### config.mk
export PLATFORM = sky130hd
export DESIGN_NAME = rnd_arbiter_flat
export DESIGN_NICKNAME = d
export VERILOG_FILES = /design/src/rtl/rnd_arbiter_if.sv /design/src/rtl/rnd_arbiter.sv /design/src/flat_wrapper.sv
export SDC_FILE = /design/constraint.sdc
export NUM_CORES = 1
export LEC_CHECK = 0
export ABC_AREA = 1
export CAP_MARGIN = 20
export CORE_ASPECT_RATIO = 1.1
export CORE_MARGIN = 2
export CORE_UTILIZATION = 50
export DETAILED_ROUTE_END_ITERATION = 10
export GPL_TIMING_DRIVEN = 0
export PLACE_DENSITY = 0.92
export SLEW_MARGIN = 5
export SYNTH_ARGS = -nofsm -noshare
export SYNTH_HDL_FRONTEND = slang
export SYNTH_SLANG_ARGS = --single-unit
### constraint.sdc
create_clock -name clk -period 2.47 [get_ports clk]
set_input_delay 0.3705 -clock clk [delete_from_list [all_inputs] [get_ports clk]]
set_output_delay 0.3705 -clock clk [all_outputs]
set_load 0.02 [all_outputs]
### src/rtl/rnd_arbiter_if.sv
// Bundle between the random-word arbiter and its requesters: LFSR word in,
// request bits in, one-hot grant pulse, delivered word and stuck flag out.
interface rnd_arbiter_if #(
  parameter int N_REQ = 4
);
  logic [15:0]      i_rnd;
  logic [N_REQ-1:0] i_req;
  logic [N_REQ-1:0] o_gnt;
  logic [15:0]      o_data;
  logic             o_stuck;

  modport master (output i_rnd, i_req, input o_gnt, o_data, o_stuck);
  modport slave  (input i_rnd, i_req, output o_gnt, o_data, o_stuck);
endinterface

### src/rtl/rnd_arbiter.sv
// Round-robin arbiter handing out LFSR words only after GAP fresh shifts.
// Optional source-stuck detector enabled by defining RND_ARBITER_STUCK_CHK_EN.
module rnd_arbiter #(
  parameter int N_REQ = 4,
  parameter int GAP   = 16
) (
  input logic         clk,
  input logic         rst_n,
  rnd_arbiter_if.slave bus
);
  localparam int CNT_W = $clog2(GAP + 1);
  localparam int IDX_W = (N_REQ > 1) ? $clog2(N_REQ) : 1;
  localparam logic [CNT_W-1:0] ONE    = CNT_W'(1);
  localparam logic [CNT_W-1:0] GAP_C  = CNT_W'(GAP);
  localparam logic [CNT_W-1:0] GAP_M1 = CNT_W'(GAP - 1);
  localparam logic [IDX_W-1:0] LAST_RST = IDX_W'(N_REQ - 1);

  typedef enum logic [1:0] {WAIT, READY, GRANT} state_t;

  state_t           state, state_nxt;
  logic [CNT_W-1:0] cnt, cnt_nxt;
  logic [N_REQ-1:0] gnt_q, gnt_nxt;
  logic [15:0]      data_q, data_nxt;
  logic [IDX_W-1:0] last, last_nxt, win, cidx;
  logic             found;
  logic             stuck;
  int               cand;

  // Round-robin search starting just after the previous winner
  always_comb begin
    win   = last;
    found = 1'b0;
    cand  = 0;
    cidx  = '0;
    for (int i = 1; i <= N_REQ; i++) begin
      cand = (int'(last) + i) % N_REQ;
      cidx = IDX_W'(cand);
      if (!found && bus.i_req[cidx]) begin
        found = 1'b1;
        win   = cidx;
      end
    end
  end

  always_comb begin
    state_nxt = state;
    cnt_nxt   = cnt;
    gnt_nxt   = '0;
    data_nxt  = data_q;
    last_nxt  = last;
    case (state)
      WAIT: begin
        if (!stuck) begin
          if (cnt == GAP_M1) begin
            state_nxt = READY;
            cnt_nxt   = GAP_C;
          end else begin
            cnt_nxt = cnt + ONE;
          end
        end
      end
      READY: begin
        if (stuck) begin
          state_nxt = WAIT;
        end else if (found) begin
          state_nxt     = GRANT;
          gnt_nxt[win]  = 1'b1;
          data_nxt      = bus.i_rnd;
          cnt_nxt       = '0;
          last_nxt      = win;
        end
      end
      GRANT: begin
        state_nxt = WAIT;
        cnt_nxt   = ONE;
      end
      default: begin
        state_nxt = WAIT;
        cnt_nxt   = '0;
      end
    endcase
  end

  always_ff @(posedge clk or negedge rst_n) begin
    if (!rst_n) begin
      state  <= WAIT;
      cnt    <= '0;
      gnt_q  <= '0;
      data_q <= 16'h0000;
      last   <= LAST_RST;
    end else begin
      state  <= state_nxt;
      cnt    <= cnt_nxt;
      gnt_q  <= gnt_nxt;
      data_q <= data_nxt;
      last   <= last_nxt;
    end
  end

`ifdef RND_ARBITER_STUCK_CHK_EN
  logic [15:0]      prev_rnd;
  logic             prev_vld;
  logic [CNT_W-1:0] run;
  logic             stuck_q;

  // prev_rnd is only trusted once prev_vld is set, so it needs no reset
  always_ff @(posedge clk) begin
    prev_rnd <= bus.i_rnd;
  end

  always_ff @(posedge clk or negedge rst_n) begin
    if (!rst_n) begin
      prev_vld <= 1'b0;
      run      <= '0;
      stuck_q  <= 1'b0;
    end else begin
      prev_vld <= 1'b1;
      if (prev_vld && (bus.i_rnd == prev_rnd)) begin
        if (run != GAP_C) run <= run + ONE;
        if (run == GAP_M1) stuck_q <= 1'b1;
      end else begin
        run <= '0;
      end
    end
  end

  assign stuck = stuck_q;
`else
  assign stuck = 1'b0;
`endif

  assign bus.o_gnt   = gnt_q;
  assign bus.o_data  = data_q;
  assign bus.o_stuck = stuck;
endmodule
### src/flat_wrapper.sv
// flat-port wrapper written by rule: the top's interface ports become plain ports
module rnd_arbiter_flat 
#(
  parameter int N_REQ = 4,
  parameter int GAP   = 16
)
  (clk, rst_n, bus_i_rnd, bus_i_req, bus_o_gnt, bus_o_data, bus_o_stuck);
  rnd_arbiter_if #(.N_REQ(N_REQ)) bus_i ();
  input logic clk;
  input logic rst_n;
  input wire logic [$bits(bus_i.i_rnd)-1:0] bus_i_rnd;
  input wire logic [$bits(bus_i.i_req)-1:0] bus_i_req;
  output wire logic [$bits(bus_i.o_gnt)-1:0] bus_o_gnt;
  output wire logic [$bits(bus_i.o_data)-1:0] bus_o_data;
  output wire logic [$bits(bus_i.o_stuck)-1:0] bus_o_stuck;
  assign bus_i.i_rnd = bus_i_rnd;
  assign bus_i.i_req = bus_i_req;
  assign bus_o_gnt = bus_i.o_gnt;
  assign bus_o_data = bus_i.o_data;
  assign bus_o_stuck = bus_i.o_stuck;
  rnd_arbiter #(.N_REQ(N_REQ), .GAP(GAP)) u_core (.clk(clk), .rst_n(rst_n), .bus(bus_i));
endmodule
==> flow_summary_export.csv, run 1 <==
group,metric,value,unit
layout,final_cells,274,
logic_synthesis,synth_cell_types,21,
setup_path,worstPathCellList,"buf_4, inv_2, nand2_1, nand2_2, nand2_2, nand2_4, nor2_8, nand3b_4, nand2_4, inv_2, buf_6, nand2_2, nor2_1",
layout,final_cell_area,2020,µm²
floorplan,coreArea,2800,µm²
sta,finalCritPeriodShare,0.740,
floorplan,ios,43,
setup_path,crit_arrival,2.04,ns
setup_path,crit_path_end_kind,"flop",
logic_synthesis,synth-seq-cells,29,
layout,syn_to_final_growth,34.6,%
global_routing,antenna_found_initial,0,
clock_tree,cts_tree,"done",
sta,fin_setup_tns,0,ns
sta,layout_min_cycle_time,1.83,ns
min_path,min_path_type,"input port to async pin",
sta,finClkSkew,0.00887,ns
setup_path,worstPathRequired,2.68,ns
layout,nets,264,
setup_path,path_delay_family,"simple AND/OR/NAND/NOR gates",
sta,rsz0062_at_grt,"false",
clock_tree,worstSkewPairLatency,0.32,ns
logic_synthesis,syn_area,1500,µm²
floorplan,initial_core_util,0.535,
setup_path,critical_path.max_fanout,10,
clock_tree,clock-sinks,29,
route,drt_iter0_markers,41,
logic_synthesis,synth_nets,215,
logic_synthesis,synth_edf_count,0,
route,route.detailed.drc,0,
sta,fmax,547,MHz
clock_tree,cts_hold_buf,0,
logic_synthesis,synthTopCellsByCount,"nand2_1 (99), dfrtp_1 (27), inv_1 (12)",
logic_synthesis,yosysTopAreaCell,"dfrtp_1",
placed_design,gp_congestion,0.828,
placed_design,io_buffers,41,
layout,n_antenna_cell,0,
setup_path,cp_slowest_stage_delay,0.52,ns
clock_tree,htree_levels,2,
layout,fillers,203,
power,leakage,0.00107,µW
floorplan,core.rowCount,20,
global_routing,grt.total_usage,0.200,
layout,drive_gt1_frac,0.133,
layout,utilization,0.720,
logic_synthesis,ys_top_cells_by_area,"dfrtp_1 (45%), nand2_1 (25%), dfstp_2 (3.5%), nand3_1 (3.0%), inv_1 (3.0%)",
floorplan,die_x,56.2,µm
logic_synthesis,async_flop_share,1.00,
global_routing,gr-total-overflow,0,
logic_synthesis,synth_xor_area_frac,0,
logic_synthesis,synth_top_cell_area_share,0.451,
logic_synthesis,synthSimpleGateAreaFrac,0.396,
global_routing,grt_pass1_vias,1301,
setup_path,reg2reg_slack,0.64,ns
route,num_vias,1313,
setup_path,crit_buf_inv,4,
outcome,status,"complete, no violations",
job,drv_cap,0,
power,finalPower,2630,µW
logic_synthesis,ys.flop_type,"dfrtp_1",
logic_synthesis,synth_fa_ha_area_frac,0.0167,
setup_path,critPathKind,"flop to flop",
clock_tree,clk_pin_slew_worst_paths,0.09,ns
route,viasPerCell,4.79,
power,peakVddDrop,862,µV
logic_synthesis,syn_area_per_cell,7.85,µm²
sta,final_hold_viol_count,0,
placed_design,hpwl,2.22,mm
power,powerDensity,1300,nW/µm²
logic_synthesis,yosys-mux-area-fraction,0,
route,drt-pass1-iter-count,4,
setup_path,startpoint_type,"flop",
clock_tree,cts_setup_buffers,0,
route,wire_per_inst,10.7,µm
global_routing,grt_max_degree,21,
logic_synthesis,synth_top_family_by_area,"simple AND/OR/NAND/NOR gates",
clock_tree,cts.path.max_buffers,2,
logic_synthesis,yosysSeqAreaShare,0.486,
setup_path,crit_top_cell,"nand2_2",
clock_tree,cts_resized,0,
clock_tree,cts_inserted_buffers,5,
placed_design,dp.cells,266,
floorplan,chipHeight,61.4,µm
clock_tree,cts_root_buf,"clkbuf_4",
route,drtAntennaViolNets,0,
placed_design,place_area,1970,µm²
global_routing,grt_pass1_wl,5.28,mm
sta,setup_viol,0,
layout,seq_area,728,µm²
logic_synthesis,synth-compound-area-share,0.0225,
layout,multiInputGateArea,656,µm²
logic_synthesis,ys.warnings.count,0,
sta,drv_slew,0,
logic_synthesis,synth.most_common_cell,"nand2_1",
route,drt-total-wl,2.94,mm
setup_path,cp_slowest_cell,"dfstp_2",
logic_synthesis,synthCells,191,
floorplan,dieArea,3450,µm²
==> report_power, final <==
part / leakage (µW) / switching [µW] / total, µW / internal (µW)
registers: 0.000357 / 127 / 820 / 693
logic: 0.000680 / 903 / 1550 / 643
clock network: 0.0000320 / 154 / 262 / 108
total: 0.00107 / 1180 / 2630 / 1440
==> metrics by stage <==
step	hold slack, ns	setup WS, ns
2_1_floorplan	0.0749	0.821
3_3_place_gp	0.461	0.535
3_5_place_dp	0.464	0.530
4_1_cts	0.352	0.635
5_1_grt	0.367	0.449
6_report	0.362	0.643
==> layer usage <==
layer,vias up,GRT usage,wire length [µm]
li1,677,-,-
met1,598,0.235,1260
met2,34,0.346,1500
met3,4,0.0735,167
met4,0,0.0680,20
met5,-,0,0
==> cell usage in the layout, fill, tap and decap left out, drive strengths merged <==
| master | n |
|---|---|
| conb | 1 |
| nand3b | 1 |
| nor3 | 1 |
| clkbuf | 6 |
| clkdlybuf4s50 | 41 |
| inv | 15 |
| clkinv | 2 |
| nor2 | 9 |
| dfrtp | 27 |
| o21a | 1 |
| ha | 2 |
| dfstp | 2 |
| o22ai | 1 |
| buf | 7 |
| o21ai | 4 |
| nand4 | 2 |
| nand3 | 9 |
| nand2 | 110 |
==> worst register-to-register path: stages (launching register included) <==
cell and delay (ns):
dfstp_2 0.52, buf_4 0.14, inv_2 0.06, nand2_1 0.07, nand2_2 0.08, nand2_2 0.11
nand2_4 0.08, nor2_8 0.11, nand3b_4 0.10, nand2_4 0.13, inv_2 0.06, buf_6 0.14
nand2_2 0.07, nor2_1 0.04
==> flip-flops by register name (all words and copies together), names as in the netlist <==
register	count
u_core.bus.o_data	16
u_core.cnt	5
u_core.bus.o_gnt	4
u_core.last	2
u_core.state	2
==> cell families after synthesis <==
| logic type | count (synthesis) |
|---|---|
| and+or+nand+nor | 132 |
| AOI/OAI and AO/OA | 6 |
| other | 1 |
| DFF | 29 |
| buffers and inverters | 21 |
| adders and majority gates | 2 |
==> path summary, 6_finish.rpt <==
kind | start | to | depth (start not counted)
hold reg to reg | u_core.bus.o_data[7] | u_core.bus.o_data[7] | 2
max in group asynchronous | rst_n | u_core.last[1] | 2
setup / recovery | u_core.last[1] | u_core.bus.o_gnt[2] | 13
setup reg to reg | u_core.last[1] | u_core.bus.o_gnt[2] | 13
hold / removal | rst_n | u_core.cnt[1] | 1
min in group clk | u_core.bus.o_data[7] | u_core.bus.o_data[7] | 2
==> final cells by class <==
cell class | instances | share of cell area
Sequential cell | 29 | 0.361
Multi-Input combinational cell | 141 | 0.325
Timing Repair Buffer | 42 | 0.211
Inverter | 15 | 0.0292
Buffer | 6 | 0.0279
Clock buffer | 6 | 0.0205
Tap cell | 33 | 0.0205
Clock inverter | 2 | 0.00496
(Power assumes the default switching activity.)
==> run 2: changes to the inputs <==
Settings changed: CORE_UTILIZATION 50 to 42, PLACE_DENSITY 0.92 to 0.84.
Clock period 2.47 ns to 1.55 ns, I/O delays scaled along.
==> run 2 against run 1 <==
Effect of this change:
- the flow now finishes with violations (negative setup slack)
- setup slack worse by 0.86 ns
- hold slack worse by 0.027 ns
- combinational power is 86% higher
- largest cell class is now multi-input combinational cells
==> flow_summary_export.csv, run 2 (synthesis gave the netlist of run 1 again) <==
group,metric,value,unit
sta,final_hold_viol_count,0,
layout,multiInputGateArea,752,µm²
setup_path,critPathKind,"flop to flop",
route,viasPerCell,4.73,
clock_tree,cts_inserted_buffers,5,
floorplan,die_x,61.0,µm
setup_path,r2r_end,"u_core.bus.o_data[4]",
placed_design,gp_congestion,0.834,
route,wire_per_inst,12.6,µm
floorplan,initial_core_util,0.443,
global_routing,grt_pass1_wl,5.59,mm
power,pwr-share-clk,0.113,
power,pwr-share-seq,0.280,
sta,worst_slack,-0.219,ns
setup_path,crit_path_end_kind,"flop",
sta,fmax,565,MHz
route,drt-total-wl,3.76,mm
setup_path,r2r_start,"u_core.last[1]",
global_routing,grt_pass1_vias,1344,
sta,drv_slew,0,
setup_path,startpoint_type,"flop",
setup_path,cp-startpoint,"u_core.last[1]",
layout,n_antenna_cell,0,
sta,finalCritPeriodShare,1.14,
power,peakVddDrop,1180,µV
clock_tree,cts_root_buf,"clkbuf_4",
sta,finClkSkew,0.0120,ns
global_routing,gr-total-overflow,0,
power,p_sw_frac,0.457,
clock_tree,clk_pin_slew_worst_paths,0.10,ns
clock_tree,htree_levels,2,
floorplan,chipHeight,66.7,µm
layout,layout_common_cells,"nand2_1 (82), dfrtp_1 (27), clkdlybuf4s50_1 (25), nand2_2 (16), dlymetal6s2s_1 (16)",
power,leakage,0.00134,µW
layout,drive_gt1_frac,0.244,
clock_tree,worstSkewPairLatency,0.33,ns
clock_tree,cts.path.max_buffers,2,
setup_path,crit_arrival,1.98,ns
power,p_int,2580,µW
setup_path,reg2reg_slack,-0.22,ns
outcome,status,"finished, violations left",
clock_tree,clock-sinks,29,
setup_path,worstPathRequired,1.76,ns
min_path,min_path_type,"input port to async pin",
sta,hold_ws,0.335,ns
route,num_vias,1411,
power,pwr-share-comb,0.607,
layout,layout_commonest_cell,"nand2_1",
sta,rsz0062_at_grt,"true",
power,powerDensity,2070,nW/µm²
floorplan,ios,43,
sta,slew_headroom,0.503,
placed_design,hpwl,2.25,mm
clock_tree,cts_tree,"done",
placed_design,place_area,2000,µm²
job,drv_cap,0,
setup_path,reg2regPathDepth,12,
global_routing,antenna_found_initial,0,
layout,final_cell_area,2300,µm²
route,drt_iter0_markers,34,
layout,seq_area,728,µm²
power,finalPower,4740,µW
sta,layout_min_cycle_time,1.77,ns
global_routing,grt_max_degree,17,
setup_path,critical_path.max_fanout,5,
layout,largest_register_ffs,16,
layout,syn_to_final_growth,53.2,%
layout,nets,273,
floorplan,coreArea,3390,µm²
sta,worstMarginPinSlew,0.743,ns
floorplan,dieArea,4060,µm²
layout,fillers,253,
route,drtAntennaViolNets,0,
placed_design,io_buffers,41,
sta,setup_viol,28,
outcome,violations,"negative setup slack",
floorplan,core.rowCount,22,
global_routing,grt.total_usage,0.185,
route,drt-pass1-iter-count,4,
route,route.detailed.drc,0,
power,power_switching,2170,µW
[run 2: changes by cell type in the layout (fill, tap and decap cells not counted), moves of 2 or more]
cell | previous run | this run
buf_4 | 3 | 10
clkbuf_8 | 0 | 2
clkdlybuf4s50_1 | 41 | 25
dlymetal6s2s_1 | 0 | 16
nand2_1 | 99 | 82
nand2_2 | 7 | 16
nand2_4 | 4 | 11
nor2_1 | 8 | 6
nor2_2 | 0 | 2
[run 2: worst max path at each step]
stage / to / slack [ns] / cells past startpoint
floorplan: u_core.bus.o_gnt[0] / -0.1 / 13
global placement: u_core.bus.o_gnt[0] / -0.25 / 13
detailed placement: u_core.bus.o_data[4] / -0.28 / 13
CTS: u_core.bus.o_data[4] / -0.21 / 13
global route: u_core.bus.o_gnt[3] / -0.31 / 12
finish: u_core.bus.o_data[4] / -0.22 / 12
[run 2: power groups by stage]
| stage | clock (µW) | combinational (µW) | sequential, µW |
|---|---|---|---|
| floorplan | 0 | 1410 | 1560 |
| global placement | 0 | 2380 | 1310 |
| detailed placement | 0 | 2460 | 1310 |
| CTS | 523 | 2750 | 1320 |
| global route | 582 | 3160 | 1370 |
| finish | 534 | 2880 | 1330 |
[run 2: layout make-up]
type,count,share of cell area
plain buffers,5,0.0245
well taps,48,0.0262
clock inverters,1,0.00218
multi-input cells,141,0.328
repair buffers,52,0.244
flip-flops and latches,29,0.317
inverters,15,0.0300
clock buffers,7,0.0283
[run 2: what timing repair did]
item                                    4_1_cts  5_1_grt
buffers inserted                              8        0
gates cloned                                  2        0
hold buffers                                  0        0
pin swaps                                     7        6
resized for setup                            21       33
endpoints found under the setup margin       28       45
[run 2: routing by layer]
layer | GRT usage | part of all wire
met3 | 0.0427 | 0.060
met2 | 0.320 | 0.54
met1 | 0.222 | 0.39
met4 | 0.0625 | 0.013
met5 | 0 | 0
[run 2: stage by stage]
step           instances  setup slack (ns)  TNS (ns)   util
6_report             298            -0.219     -5.03  0.678
5_1_grt              298            -0.313     -7.76  0.678
4_1_cts              298            -0.208     -4.99  0.649
3_5_place_dp         281            -0.278     -6.59  0.590
3_3_place_gp         280            -0.247    -11.99  0.582
2_1_floorplan        191           -0.0994     -2.12      -
[run 2: critical path, cell delays in order, from the launching register on]
cell	delay [ns]
dfstp_2	0.61
inv_2	0.09
nand2_1	0.11
nand2_4	0.07
nand2_4	0.09
nand2_4	0.07
nor2_8	0.11
nand3b_4	0.13
nand2_8	0.10
inv_6	0.05
buf_8	0.13
nand2_2	0.05
nand2_1	0.05
